## src/rtl/s00_axis_itf_if.sv

```systemverilog
// AXI4-Stream slave-side bundle for the s00 receive buffer (no TKEEP/TUSER).
interface s00_axis_itf_if;
  logic        S_AXIS_TVALID;
  logic [31:0] S_AXIS_TDATA;
  logic        S_AXIS_TLAST;
  logic        S_AXIS_TREADY;

  modport slave  (input S_AXIS_TVALID, S_AXIS_TDATA, S_AXIS_TLAST, output S_AXIS_TREADY);
  modport master (output S_AXIS_TVALID, S_AXIS_TDATA, S_AXIS_TLAST, input S_AXIS_TREADY);
endinterface

```

## src/rtl/s00_axis_itf.sv

```systemverilog
// Packet receiver: writes one AXIS packet into a 2^ADDR_W word RAM, truncating
// overlong packets, then hands the buffer to a consumer via a req/ack handshake.
module s00_axis_itf #(
  parameter int ADDR_W = 10
) (
  input  logic              S_AXIS_ACLK,
  input  logic              S_AXIS_ARESETN,
  s00_axis_itf_if.slave     s_axis,
  output logic              RAM_WE,
  output logic [ADDR_W-1:0] RAM_WADDR,
  output logic [31:0]       RAM_WDATA,
  output logic              rx_req,
  input  logic              rx_ack,
  output logic [ADDR_W:0]   rx_len,
  output logic              rx_trunc,
  output logic [31:0]       debug_state
);
  typedef enum logic [2:0] {
    IDLE     = 3'd0,
    RECV     = 3'd1,
    DRAIN    = 3'd2,
    NOTIFY   = 3'd3,
    WAIT_REL = 3'd4
  } state_t;

  localparam logic [ADDR_W:0] LAST_SLOT = (ADDR_W+1)'((1 << ADDR_W) - 1);
  localparam logic [ADDR_W:0] ONE       = (ADDR_W+1)'(1);

  state_t          r_state;
  logic [ADDR_W:0] r_wcnt;
  logic [15:0]     r_dbg_cnt;
  logic            w_acc;

  // Ready comes straight off the state register, so upstream sees no combinational path.
  assign s_axis.S_AXIS_TREADY = (r_state == RECV) || (r_state == DRAIN);
  assign w_acc = s_axis.S_AXIS_TVALID && s_axis.S_AXIS_TREADY;
  assign debug_state = {1'b0, r_state, 1'b0, rx_trunc, rx_ack, rx_req, 8'h00, r_dbg_cnt};

  always_ff @(posedge S_AXIS_ACLK) begin
    if (!S_AXIS_ARESETN) begin
      r_state   <= IDLE;
      r_wcnt    <= '0;
      r_dbg_cnt <= '0;
      RAM_WE    <= 1'b0;
      RAM_WADDR <= '0;
      RAM_WDATA <= '0;
      rx_req    <= 1'b0;
      rx_len    <= '0;
      rx_trunc  <= 1'b0;
    end else begin
      RAM_WE <= 1'b0;
      if (r_state == IDLE)
        r_dbg_cnt <= '0;
      else if (r_dbg_cnt != 16'hFFFF)
        r_dbg_cnt <= r_dbg_cnt + 16'd1;

      case (r_state)
        IDLE: begin
          r_wcnt   <= '0;
          rx_trunc <= 1'b0;
          r_state  <= RECV;
        end
        RECV: begin
          if (w_acc) begin
            RAM_WE    <= 1'b1;
            RAM_WADDR <= r_wcnt[ADDR_W-1:0];
            RAM_WDATA <= s_axis.S_AXIS_TDATA;
            r_wcnt    <= r_wcnt + ONE;
            if (s_axis.S_AXIS_TLAST) begin
              rx_req  <= 1'b1;
              rx_len  <= r_wcnt + ONE;
              r_state <= NOTIFY;
            end else if (r_wcnt == LAST_SLOT) begin
              rx_trunc <= 1'b1;
              r_state  <= DRAIN;
            end
          end
        end
        DRAIN: begin
          // Overflow beats are swallowed until the packet boundary.
          if (w_acc && s_axis.S_AXIS_TLAST) begin
            rx_req  <= 1'b1;
            rx_len  <= r_wcnt;
            r_state <= NOTIFY;
          end
        end
        NOTIFY: begin
          if (rx_ack) begin
            rx_req  <= 1'b0;
            r_state <= WAIT_REL;
          end
        end
        WAIT_REL: begin
          if (!rx_ack) r_state <= IDLE;
        end
        default: begin
          rx_req  <= 1'b0;
          r_state <= IDLE;
        end
      endcase
    end
  end
endmodule

```

## src/flat_wrapper.sv

```systemverilog
// flat-port wrapper written by rule: the top's interface ports become plain ports
module s00_axis_itf_flat 
#(
  parameter int ADDR_W = 10
)
  (S_AXIS_ACLK, S_AXIS_ARESETN, RAM_WE, RAM_WADDR, RAM_WDATA, rx_req, rx_ack, rx_len, rx_trunc, debug_state, s_axis_S_AXIS_TVALID, s_axis_S_AXIS_TDATA, s_axis_S_AXIS_TLAST, s_axis_S_AXIS_TREADY);
  s00_axis_itf_if s_axis_i ();
  input  logic S_AXIS_ACLK;
  input  logic S_AXIS_ARESETN;
  output logic RAM_WE;
  output logic [ADDR_W-1:0] RAM_WADDR;
  output logic [31:0] RAM_WDATA;
  output logic rx_req;
  input  logic rx_ack;
  output logic [ADDR_W:0] rx_len;
  output logic rx_trunc;
  output logic [31:0] debug_state;
  input wire logic [$bits(s_axis_i.S_AXIS_TVALID)-1:0] s_axis_S_AXIS_TVALID;
  input wire logic [$bits(s_axis_i.S_AXIS_TDATA)-1:0] s_axis_S_AXIS_TDATA;
  input wire logic [$bits(s_axis_i.S_AXIS_TLAST)-1:0] s_axis_S_AXIS_TLAST;
  output wire logic [$bits(s_axis_i.S_AXIS_TREADY)-1:0] s_axis_S_AXIS_TREADY;
  assign s_axis_i.S_AXIS_TVALID = s_axis_S_AXIS_TVALID;
  assign s_axis_i.S_AXIS_TDATA = s_axis_S_AXIS_TDATA;
  assign s_axis_i.S_AXIS_TLAST = s_axis_S_AXIS_TLAST;
  assign s_axis_S_AXIS_TREADY = s_axis_i.S_AXIS_TREADY;
  s00_axis_itf #(.ADDR_W(ADDR_W)) u_core (.S_AXIS_ACLK(S_AXIS_ACLK), .S_AXIS_ARESETN(S_AXIS_ARESETN), .s_axis(s_axis_i), .RAM_WE(RAM_WE), .RAM_WADDR(RAM_WADDR), .RAM_WDATA(RAM_WDATA), .rx_req(rx_req), .rx_ack(rx_ack), .rx_len(rx_len), .rx_trunc(rx_trunc), .debug_state(debug_state));
endmodule
```

## config.mk

```make
export PLATFORM = sky130hd
export DESIGN_NAME = s00_axis_itf_flat
export DESIGN_NICKNAME = d
export VERILOG_FILES = /design/src/rtl/s00_axis_itf_if.sv /design/src/rtl/s00_axis_itf.sv /design/src/flat_wrapper.sv
export SDC_FILE = /design/constraint.sdc
export NUM_CORES = 1
export LEC_CHECK = 0
export CAP_MARGIN = 20
export CORE_ASPECT_RATIO = 0.75
export CORE_MARGIN = 2
export CORE_UTILIZATION = 40
export CTS_CLUSTER_SIZE = 8
export DETAILED_ROUTE_END_ITERATION = 16
export PLACE_DENSITY = 0.67
export REMOVE_ABC_BUFFERS = 1
export SLEW_MARGIN = 5
export SYNTH_ARGS = -nofsm -noshare
export SYNTH_HDL_FRONTEND = slang
export SYNTH_SLANG_ARGS = --single-unit
```

## constraint.sdc

```tcl
create_clock -name S_AXIS_ACLK -period 2.7 [get_ports S_AXIS_ACLK]
set_input_delay 0.54 -clock S_AXIS_ACLK [delete_from_list [all_inputs] [get_ports S_AXIS_ACLK]]
set_output_delay 0.54 -clock S_AXIS_ACLK [all_outputs]
set_load 0.02 [all_outputs]
```

Word level (Yosys, flattened, before mapping). Index checks and enable logic that the tools add are counted. W data, S select, Z words.

Flip-flop bits (word level): 86. Word-level logic and storage cells: 65. Output and inout port bits: 89.

Reduce and logical (&&, ||, !) cells: 15. Equality and inequality tests: 14. Mux-type cells: 23. Add/subtract/negate cells: 2. Bitwise gates (word level): 2.

Operator list (number): $mux W11 (4); $pmux W11 S2 (2); $mux W3 (6); $add A16 B1 Y16 const B (1); $ne A16 B16 Y1 const B (1); $pmux W3 S5 (1); $ne A2 B2 Y1 const B (6); $add A11 B1 Y11 const B (1); $eq A11 B10 Y1 const B (1); $reduce_and A5 Y1 (2); $mux W1 (8); $reduce_and A4 Y1 (2); $eq A3 B2 Y1 const B (2); $reduce_and A2 Y1 (3); $pmux W1 S4 (1); $reduce_bool A2 Y1 (2); $reduce_or A2 Y1 (2); $eq A3 B1 Y1 const B (1); $eq A3 B3 Y1 const B (1); $logic_not A3 Y1 (1); $ne A3 B3 Y1 const B (1); $logic_and A1 B1 Y1 (2); $ne A2 B1 Y1 const B (1); $not A1 Y1 (2); other kinds (2) (2).

Logic depth before layout (Yosys ltp). Gate-level depths: netlist (run 1).

Word-level depth: 6. Mapped depth: 7. Gate-level depth less buffers: 5.

Worst setup path before layout (run 1). No wires, ideal clock.

Path type: reg-to-reg. Start point: register u_core.r_dbg_cnt[0]. End point: register u_core.r_dbg_cnt[2]. Cell stages (with the launch flop): 6. Arrival: 1.669 ns. Buffers on the path: 0. Period minus slack after synthesis: 1.795 ns. Path slack: 0.905 ns. Cell sequence: dfxtp_1 -> ha_1 -> nand2_1 -> or4_1 -> o211ai_1 -> o21ai_0.

Longest elaborated chain between the ends: 1.

Ends and longest elaborated chain: from (decl) (RTL line s00_axis_itf.sv:31) `logic [15:0] r_dbg_cnt;`; from (signal assigned) (RTL line s00_axis_itf.sv:55) `r_dbg_cnt <= r_dbg_cnt + 16'd1;`; $add A16 B1 Y16 / $ne A16 B16 Y1 (equally long branches) (RTL line s00_axis_itf.sv:55, s00_axis_itf.sv:54).

Several ways; a longest one is shown, not always the timed one. A chain may end at the register's enable or synchronous reset.

Worst setup path after layout (run 1).
Start point: register u_core.r_state[1]. End point: output port s_axis_S_AXIS_TREADY.

Longest elaborated chain between the ends: 2.

Ends and longest elaborated chain: from (decl) (RTL line s00_axis_itf.sv:29) `state_t r_state;`; from (signal assigned) (RTL line s00_axis_itf.sv:41) `r_state <= IDLE;`; from (signal assigned) (RTL line s00_axis_itf.sv:61) `r_state <= RECV;`; from (signal assigned) (RTL line s00_axis_itf.sv:72) `r_state <= NOTIFY;`; $eq A3 B1 Y1 / $eq A3 B2 Y1 (equally long branches) (RTL line s00_axis_itf.sv:35) `assign s_axis.S_AXIS_TREADY = (r_state == RECV) || (r_state == DRAIN);`; $logic_or A1 B1 Y1 * (RTL line s00_axis_itf.sv:35); to (decl) (RTL line flat_wrapper.sv:21) `output wire logic [$bits(s_axis_i.S_AXIS_TREADY)-1:0] s_axis_S_AXIS_TREADY;`.

Mark *: on every way between the ends. The rest lies on a longest branch, timed or not.

==> results.sh, run 1 <==
export IMPL_numCtsBuffers=9
export IMPL_io_buffers=115
export IMPL_postRouteAntennaNets=0
export IMPL_startpoint="u_core.r_state[1]"
export IMPL_vias=3615
export IMPL_yosysMostFrequentCell="nand2_1"
export IMPL_gp_congestion=0.811
export IMPL_max_freq_mhz=418
export IMPL_ys_ff_latch=86
export IMPL_async_reset_ff_frac=0
export IMPL_totalWireLength_um=10100
export IMPL_finalSetupViolCount=0
export IMPL_leakage_uw=0.00185
export IMPL_met1_usage=0.272
export IMPL_hold_end="u_core.RAM_WDATA[5]"
export IMPL_critPathMaxFanout=10
export IMPL_path_cells="xnor2_1, nor2_1, clkdlybuf4s50_1"
export IMPL_synth_top_area_frac=0.445
export IMPL_grt_busiest_layer="met2"
export IMPL_drv_slew=0
export IMPL_r2r_end="u_core.r_dbg_cnt[7]"
export IMPL_hp_start="u_core.RAM_WDATA[5]"
export IMPL_reg2reg_slack_ns=0.77
export IMPL_synth_edf_count=0
export IMPL_met3_usage=0.0446
export IMPL_tritoncts="yes"
export IMPL_slowest_stage="clkdlybuf4s50_1"
export IMPL_post_drt_wl_per_cell_um=14.1
export IMPL_path_clk_slew_ns=0.07
export IMPL_worstMarginPinSlew_ns=0.743
export IMPL_synth_area_leader_cell="dfxtp_1"
export IMPL_ios=126
export IMPL_drt_initial_drc_count=319
export IMPL_fp_coreArea_um2=9540
export IMPL_use_met2=0.295
export IMPL_grt_pass1_vias=3248
export IMPL_worstSetupPathType="flop to output port"
export IMPL_fin_skew_ns=0.00952
export IMPL_cts_repair_resized=0
export IMPL_cts_root_buf="clkbuf_16"
export IMPL_die_h_um=89.1
export IMPL_antenna_found_initial=0
export IMPL_whs_path_depth=2
export IMPL_setup_tns_ns=0
export IMPL_first_pass_iters=4
export IMPL_dieArea_um2=10500
export IMPL_fillers=907
export IMPL_cts_buffer_depth=2
export IMPL_cts_sinks=86
export IMPL_synthFlopType="dfxtp_1"
export IMPL_grt_max_degree=51
export IMPL_ys_top_cells_by_count="nand2_1 (108), dfxtp_1 (86), a21oi_1 (60), nor2_1 (20), o21ai_0 (20)"
export IMPL_rows=31
export IMPL_synth_area_leaders="dfxtp_1 (45%), nand2_1 (10%), a21oi_1 (7.8%), buf_4 (3.1%), o21ai_0 (2.6%)"
export IMPL_utilization=0.565
export IMPL_drc=0
export IMPL_die_x_um=118
export IMPL_yosys_warnings=0
export IMPL_start_kind="flop"
export IMPL_post_route_min_period_ns=2.39
export IMPL_worstPathRequired_ns=2.16
export IMPL_postCtsHoldBufs=0
export IMPL_syn_inst=475
export IMPL_powerDensity_nw_per_um2=728
export IMPL_yosys_cell_types_count=55
export IMPL_grt_pass1_wl_um=16400
export IMPL_postCtsSetupBuffers=0
export IMPL_rr_worst_depth=5
export IMPL_status="completed"
export IMPL_slowest_delay_ns=0.63
export IMPL_relSlewSlack=0.502
export IMPL_insertion_delay_ns=0.34
export IMPL_end_kind="output port"
export IMPL_start_util=0.405
export IMPL_min_path_type="flop to flop"
export IMPL_rsz0062_at_grt="no"
export IMPL_drive_gt1_frac=0.0792
export IMPL_area_growth_synth_to_final_pct=39.4
export IMPL_r2r_start="u_core.r_dbg_cnt[0]"
export IMPL_diodes=0
export IMPL_ctsHtreeMaxLevel=3
export IMPL_track_usage=0.193
export IMPL_ir_drop_v=0.000480
export IMPL_dpl_hpwl_um=6960
export IMPL_syn_area_um2=3870
export IMPL_syn_avg_cell_area_um2=8.14
export IMPL_arrival_ns=1.85
export IMPL_drv_cap=0
export IMPL_nets=615
export IMPL_viasPerCell=5.07
export IMPL_synth_seq_area_share=0.445
export IMPL_grt_remaining_overflow=0
export IMPL_period_share=0.885
export IMPL_finalHoldViolCount=0
report_power, final:
group,switching (uW),internal [uW]
registers,111,1400
clock network,525,756
logic,632,496
worst max-delay path by stage:
stage | to
floorplan | u_core.r_wcnt[8]
global placement | u_core.r_wcnt[4]
detailed placement | u_core.r_wcnt[4]
CTS | s_axis_S_AXIS_TREADY
global route | s_axis_S_AXIS_TREADY
finish | s_axis_S_AXIS_TREADY
cells in the final DEF (no fill, tap or decap), types with 2 or more instances in the layout:
cell / count
ha_1: 2
and3_1: 3
a21boi_0: 2
xnor2_1: 10
o31ai_1: 3
clkdlybuf4s50_1: 115
o21ai_0: 20
nor4_1: 8
a211oi_1: 8
nand2_1: 108
xor2_1: 2
a21oi_1: 60
clkbuf_16: 9
nand2b_1: 3
nor3b_1: 5
a22o_1: 2
dfxtp_1: 86
mux2i_1: 9
a21o_1: 4
or4_1: 3
o221ai_1: 2
nor3_1: 13
buf_4: 10
or3_2: 3
nor2_1: 20
or2_2: 2
clkinv_4: 2
inv_1: 6
and2_1: 2
mux2_2: 2
nor2b_1: 2
conb_1: 10
nand4_1: 3
nand3_1: 13
a31oi_1: 2
final cells by class:
class / instances / area (um^2) / area share
Clock inverter: 6 / 80.1 / 0.0149
Clock buffer: 10 / 239 / 0.0443
Timing Repair Buffer: 125 / 1230 / 0.228
Multi-Input combinational cell: 347 / 1930 / 0.358
Sequential cell: 86 / 1720 / 0.319
Inverter: 7 / 26.3 / 0.00488
Tap cell: 132 / 165 / 0.0306
stage by stage:
step | hold slack [ns] | std cells | total power (uW) | cell area, um^2 | setup WS, ns
after floorplan | 0.474 | 440 | 2150 | 3660 | -2.31
after global placement | 0.441 | 696 | 2650 | 5060 | 0.356
after detailed placement | 0.446 | 697 | 2670 | 5070 | 0.320
after CTS | 0.455 | 713 | 3960 | 5390 | 0.295
after global routing | 0.476 | 713 | 4130 | 5390 | 0.197
final | 0.454 | 713 | 3920 | 5390 | 0.309
critical path, delay by kind of cell, from the launching register on:
kind                      cells  cell delay, ns
and+or+nand+nor               1            0.16
xor gates and xnor gates      1            0.17
buffers and inverters         1            0.63
DFF                           1            0.54
logic make-up (layout without fill, tap and decap cells):
group                    count (synthesis)  in the layout  synth area share
AND/OR/NAND/NOR                        200            200             0.248
XOR/XNOR                                12             12            0.0272
buffers and inverters                   51            148            0.0693
other                                    1             10          0.000970
adder cells (fa/ha/maj)                  2              2           0.00647
flip-flops                              86             86             0.445
AO/OA/AOI/OAI                          112            112             0.173
multiplexers                            11             11            0.0291
state kept, by name (all words and copies together) (netlist names):
| signal | cells |
|---|---|
| u_core.RAM_WE | 1 |
| u_core.rx_trunc | 1 |
| u_core.rx_req | 1 |
| u_core.r_wcnt | 11 |
| u_core.rx_len | 11 |
| u_core.RAM_WDATA | 32 |
| u_core.r_state | 3 |
| u_core.r_dbg_cnt | 16 |
| u_core.RAM_WADDR | 10 |
routing by layer:
layer | vias to the layer above | wire length [um]
li1 | 1833 | -
met1 | 1646 | 5080
met2 | 128 | 4390
met3 | 8 | 530
met4 | 0 | 88
met5 | - | 0
No activity file was read; power rests on OpenSTA's default activity.
==> inputs of run 2 (changes only) <==
--- a/config.mk
+++ b/config.mk
@@ -11,9 +11,10 @@
 export CORE_UTILIZATION = 40
 export CTS_CLUSTER_SIZE = 8
 export DETAILED_ROUTE_END_ITERATION = 16
+export HOLD_SLACK_MARGIN = 0.15
 export PLACE_DENSITY = 0.67
 export REMOVE_ABC_BUFFERS = 1
-export SLEW_MARGIN = 5
+export SLEW_MARGIN = 20
 export SYNTH_ARGS = -nofsm -noshare
 export SYNTH_HDL_FRONTEND = slang
 export SYNTH_SLANG_ARGS = --single-unit
==> run 2 against run 1 <==
Wire length fell by 0.81%. Sequential power barely moved. Global-route usage fell by 0.43 points. Non-clock buffer count fell by 1. Critical path type unchanged. Flip-flop and latch count did not move. Sequential share of layout area rose by 0.16 points. Largest cell class unchanged. Via count rose by 0.83%. Die area did not move. Design area fell by 0.49%. Largest power group unchanged.
==> results.sh, run 2 (synthesized netlist as in run 1, its figures left out) <==
export IMPL_drive_gt1_frac=0.0776
export IMPL_cts_repair_resized=0
export IMPL_r2r_end="u_core.rx_len[10]"
export IMPL_drc=0
export IMPL_post_route_min_period_ns=2.42
export IMPL_cts_root_buf="clkbuf_16"
export IMPL_ctsHtreeMaxLevel=3
export IMPL_drt_initial_drc_count=191
export IMPL_max_freq_mhz=414
export IMPL_worstSetupPathType="flop to output port"
export IMPL_rr_worst_depth=5
export IMPL_setup_tns_ns=0
export IMPL_layout_commonest_cell="clkdlybuf4s50_1"
export IMPL_r2r_start="u_core.r_state[1]"
export IMPL_reg_largest_list="u_core.RAM_WDATA: 32 flops, u_core.r_dbg_cnt: 16 flops"
export IMPL_finalHoldViolCount=0
export IMPL_dieArea_um2=10500
export IMPL_grt_max_degree=51
export IMPL_whs_ns=0.454
export IMPL_dpl_hpwl_um=6940
export IMPL_track_usage=0.188
export IMPL_worstMarginPinSlew_ns=0.717
export IMPL_cp_endpoint="s_axis_S_AXIS_TREADY"
export IMPL_ios=126
export IMPL_viasPerCell=5.12
export IMPL_postCtsSetupBuffers=0
export IMPL_min_path_type="flop to flop"
export IMPL_slowest_stage="clkdlybuf4s50_1"
export IMPL_rsz0062_at_grt="no"
export IMPL_vias=3645
export IMPL_place_worst_setup_slack_ns=0.326
export IMPL_finalSetupViolCount=0
export IMPL_status="completed"
export IMPL_nets=614
export IMPL_fillers=918
export IMPL_cp_buffers_inverters=1
export IMPL_postRouteAntennaNets=0
export IMPL_grt_pass1_vias=3185
export IMPL_numCtsBuffers=9
export IMPL_relSlewSlack=0.522
export IMPL_fp_coreArea_um2=9540
export IMPL_tritoncts="yes"
export IMPL_totalWireLength_um=10000
export IMPL_startpoint="u_core.r_state[1]"
export IMPL_start_util=0.405
export IMPL_area_growth_synth_to_final_pct=38.7
export IMPL_slowest_delay_ns=0.63
export IMPL_post_drt_wl_per_cell_um=14.1
export IMPL_postCtsHoldBufs=0
export IMPL_period_share=0.895
export IMPL_leakage_uw=0.00183
export IMPL_first_pass_iters=4
export IMPL_powerDensity_nw_per_um2=716
export IMPL_fin_skew_ns=0.00626
export IMPL_cp_top_family="buffers and inverters"
export IMPL_arrival_ns=1.88
export IMPL_insertion_delay_ns=0.34
export IMPL_finalPower_uw=3840
export IMPL_end_kind="output port"
export IMPL_path_clk_slew_ns=0.06
export IMPL_largest_register_ffs=32
export IMPL_reg2reg_slack_ns=0.68
export IMPL_gp_congestion=0.811
export IMPL_ir_drop_v=0.000378
export IMPL_critPathMaxFanout=10
export IMPL_final_setup_worst_slack_ns=0.283
export IMPL_drv_cap=0
export IMPL_grt_pass1_wl_um=16000
export IMPL_final_cell_mix="clkdlybuf4s50_1 (115), nand2_1 (108), dfxtp_1 (86)"
export IMPL_cts_buffer_depth=2
export IMPL_io_buffers=115
export IMPL_grt_remaining_overflow=0
export IMPL_worstPathRequired_ns=2.16
export IMPL_drv_slew=0
export IMPL_path_cells="xnor2_1, nor2_1, clkdlybuf4s50_1"
export IMPL_rows=31
export IMPL_die_x_um=118
export IMPL_whs_path_depth=2
export IMPL_die_h_um=89.1
export IMPL_cp_depth=3
export IMPL_start_kind="flop"
export IMPL_antenna_found_initial=0
export IMPL_diodes=0
export IMPL_cts_sinks=86
export IMPL_top_register="u_core.RAM_WDATA"
[run 2: layout make-up]
class	count	area, um^2	area share
clock inverter	6	52.6	0.00980
sequential	86	1720	0.321
clock buffer	10	239	0.0446
tap	132	165	0.0308
inverter	7	26.3	0.00490
timing repair buffer	124	1220	0.227
multi-input combinational	347	1940	0.362
[run 2: worst min path at each step]
stage	startpoint	endpoint	slack, ns
6_report	u_core.RAM_WDATA[5]	u_core.RAM_WDATA[5]	0.45
4_1_cts	u_core.RAM_WDATA[2]	u_core.RAM_WDATA[2]	0.46
5_1_grt	u_core.RAM_WDATA[2]	u_core.RAM_WDATA[2]	0.47
3_5_place_dp	u_core.RAM_WDATA[5]	u_core.RAM_WDATA[5]	0.45
3_3_place_gp	u_core.RAM_WDATA[5]	u_core.RAM_WDATA[5]	0.44
2_1_floorplan	u_core.r_wcnt[8]	u_core.RAM_WADDR[8]	0.47
[run 2: where the power goes]
part / internal (uW) / switching (uW)
Clock: 663 / 533
Combinational: 494 / 634
Sequential: 1400 / 114
[run 2: layer usage]
layer,vias up,track usage,routed length (um)
li1,1825,-,-
met1,1679,0.266,5140
met2,128,0.286,4120
met3,13,0.0485,627
met4,0,0.0559,124
met5,-,0,0
[run 2: worst min-delay path: stages (launching register included)]
cell and delay (ns):
dfxtp_1 0.31, nand2_1 0.05, a21oi_1 0.05
[run 2: through the flow]
stage                util  instance area, um^2  cells
floorplan               -                 3660    440
global placement    0.531                 5060    696
detailed placement  0.531                 5070    696
CTS                 0.562                 5360    712
global route        0.562                 5360    712
finish              0.562                 5360    712
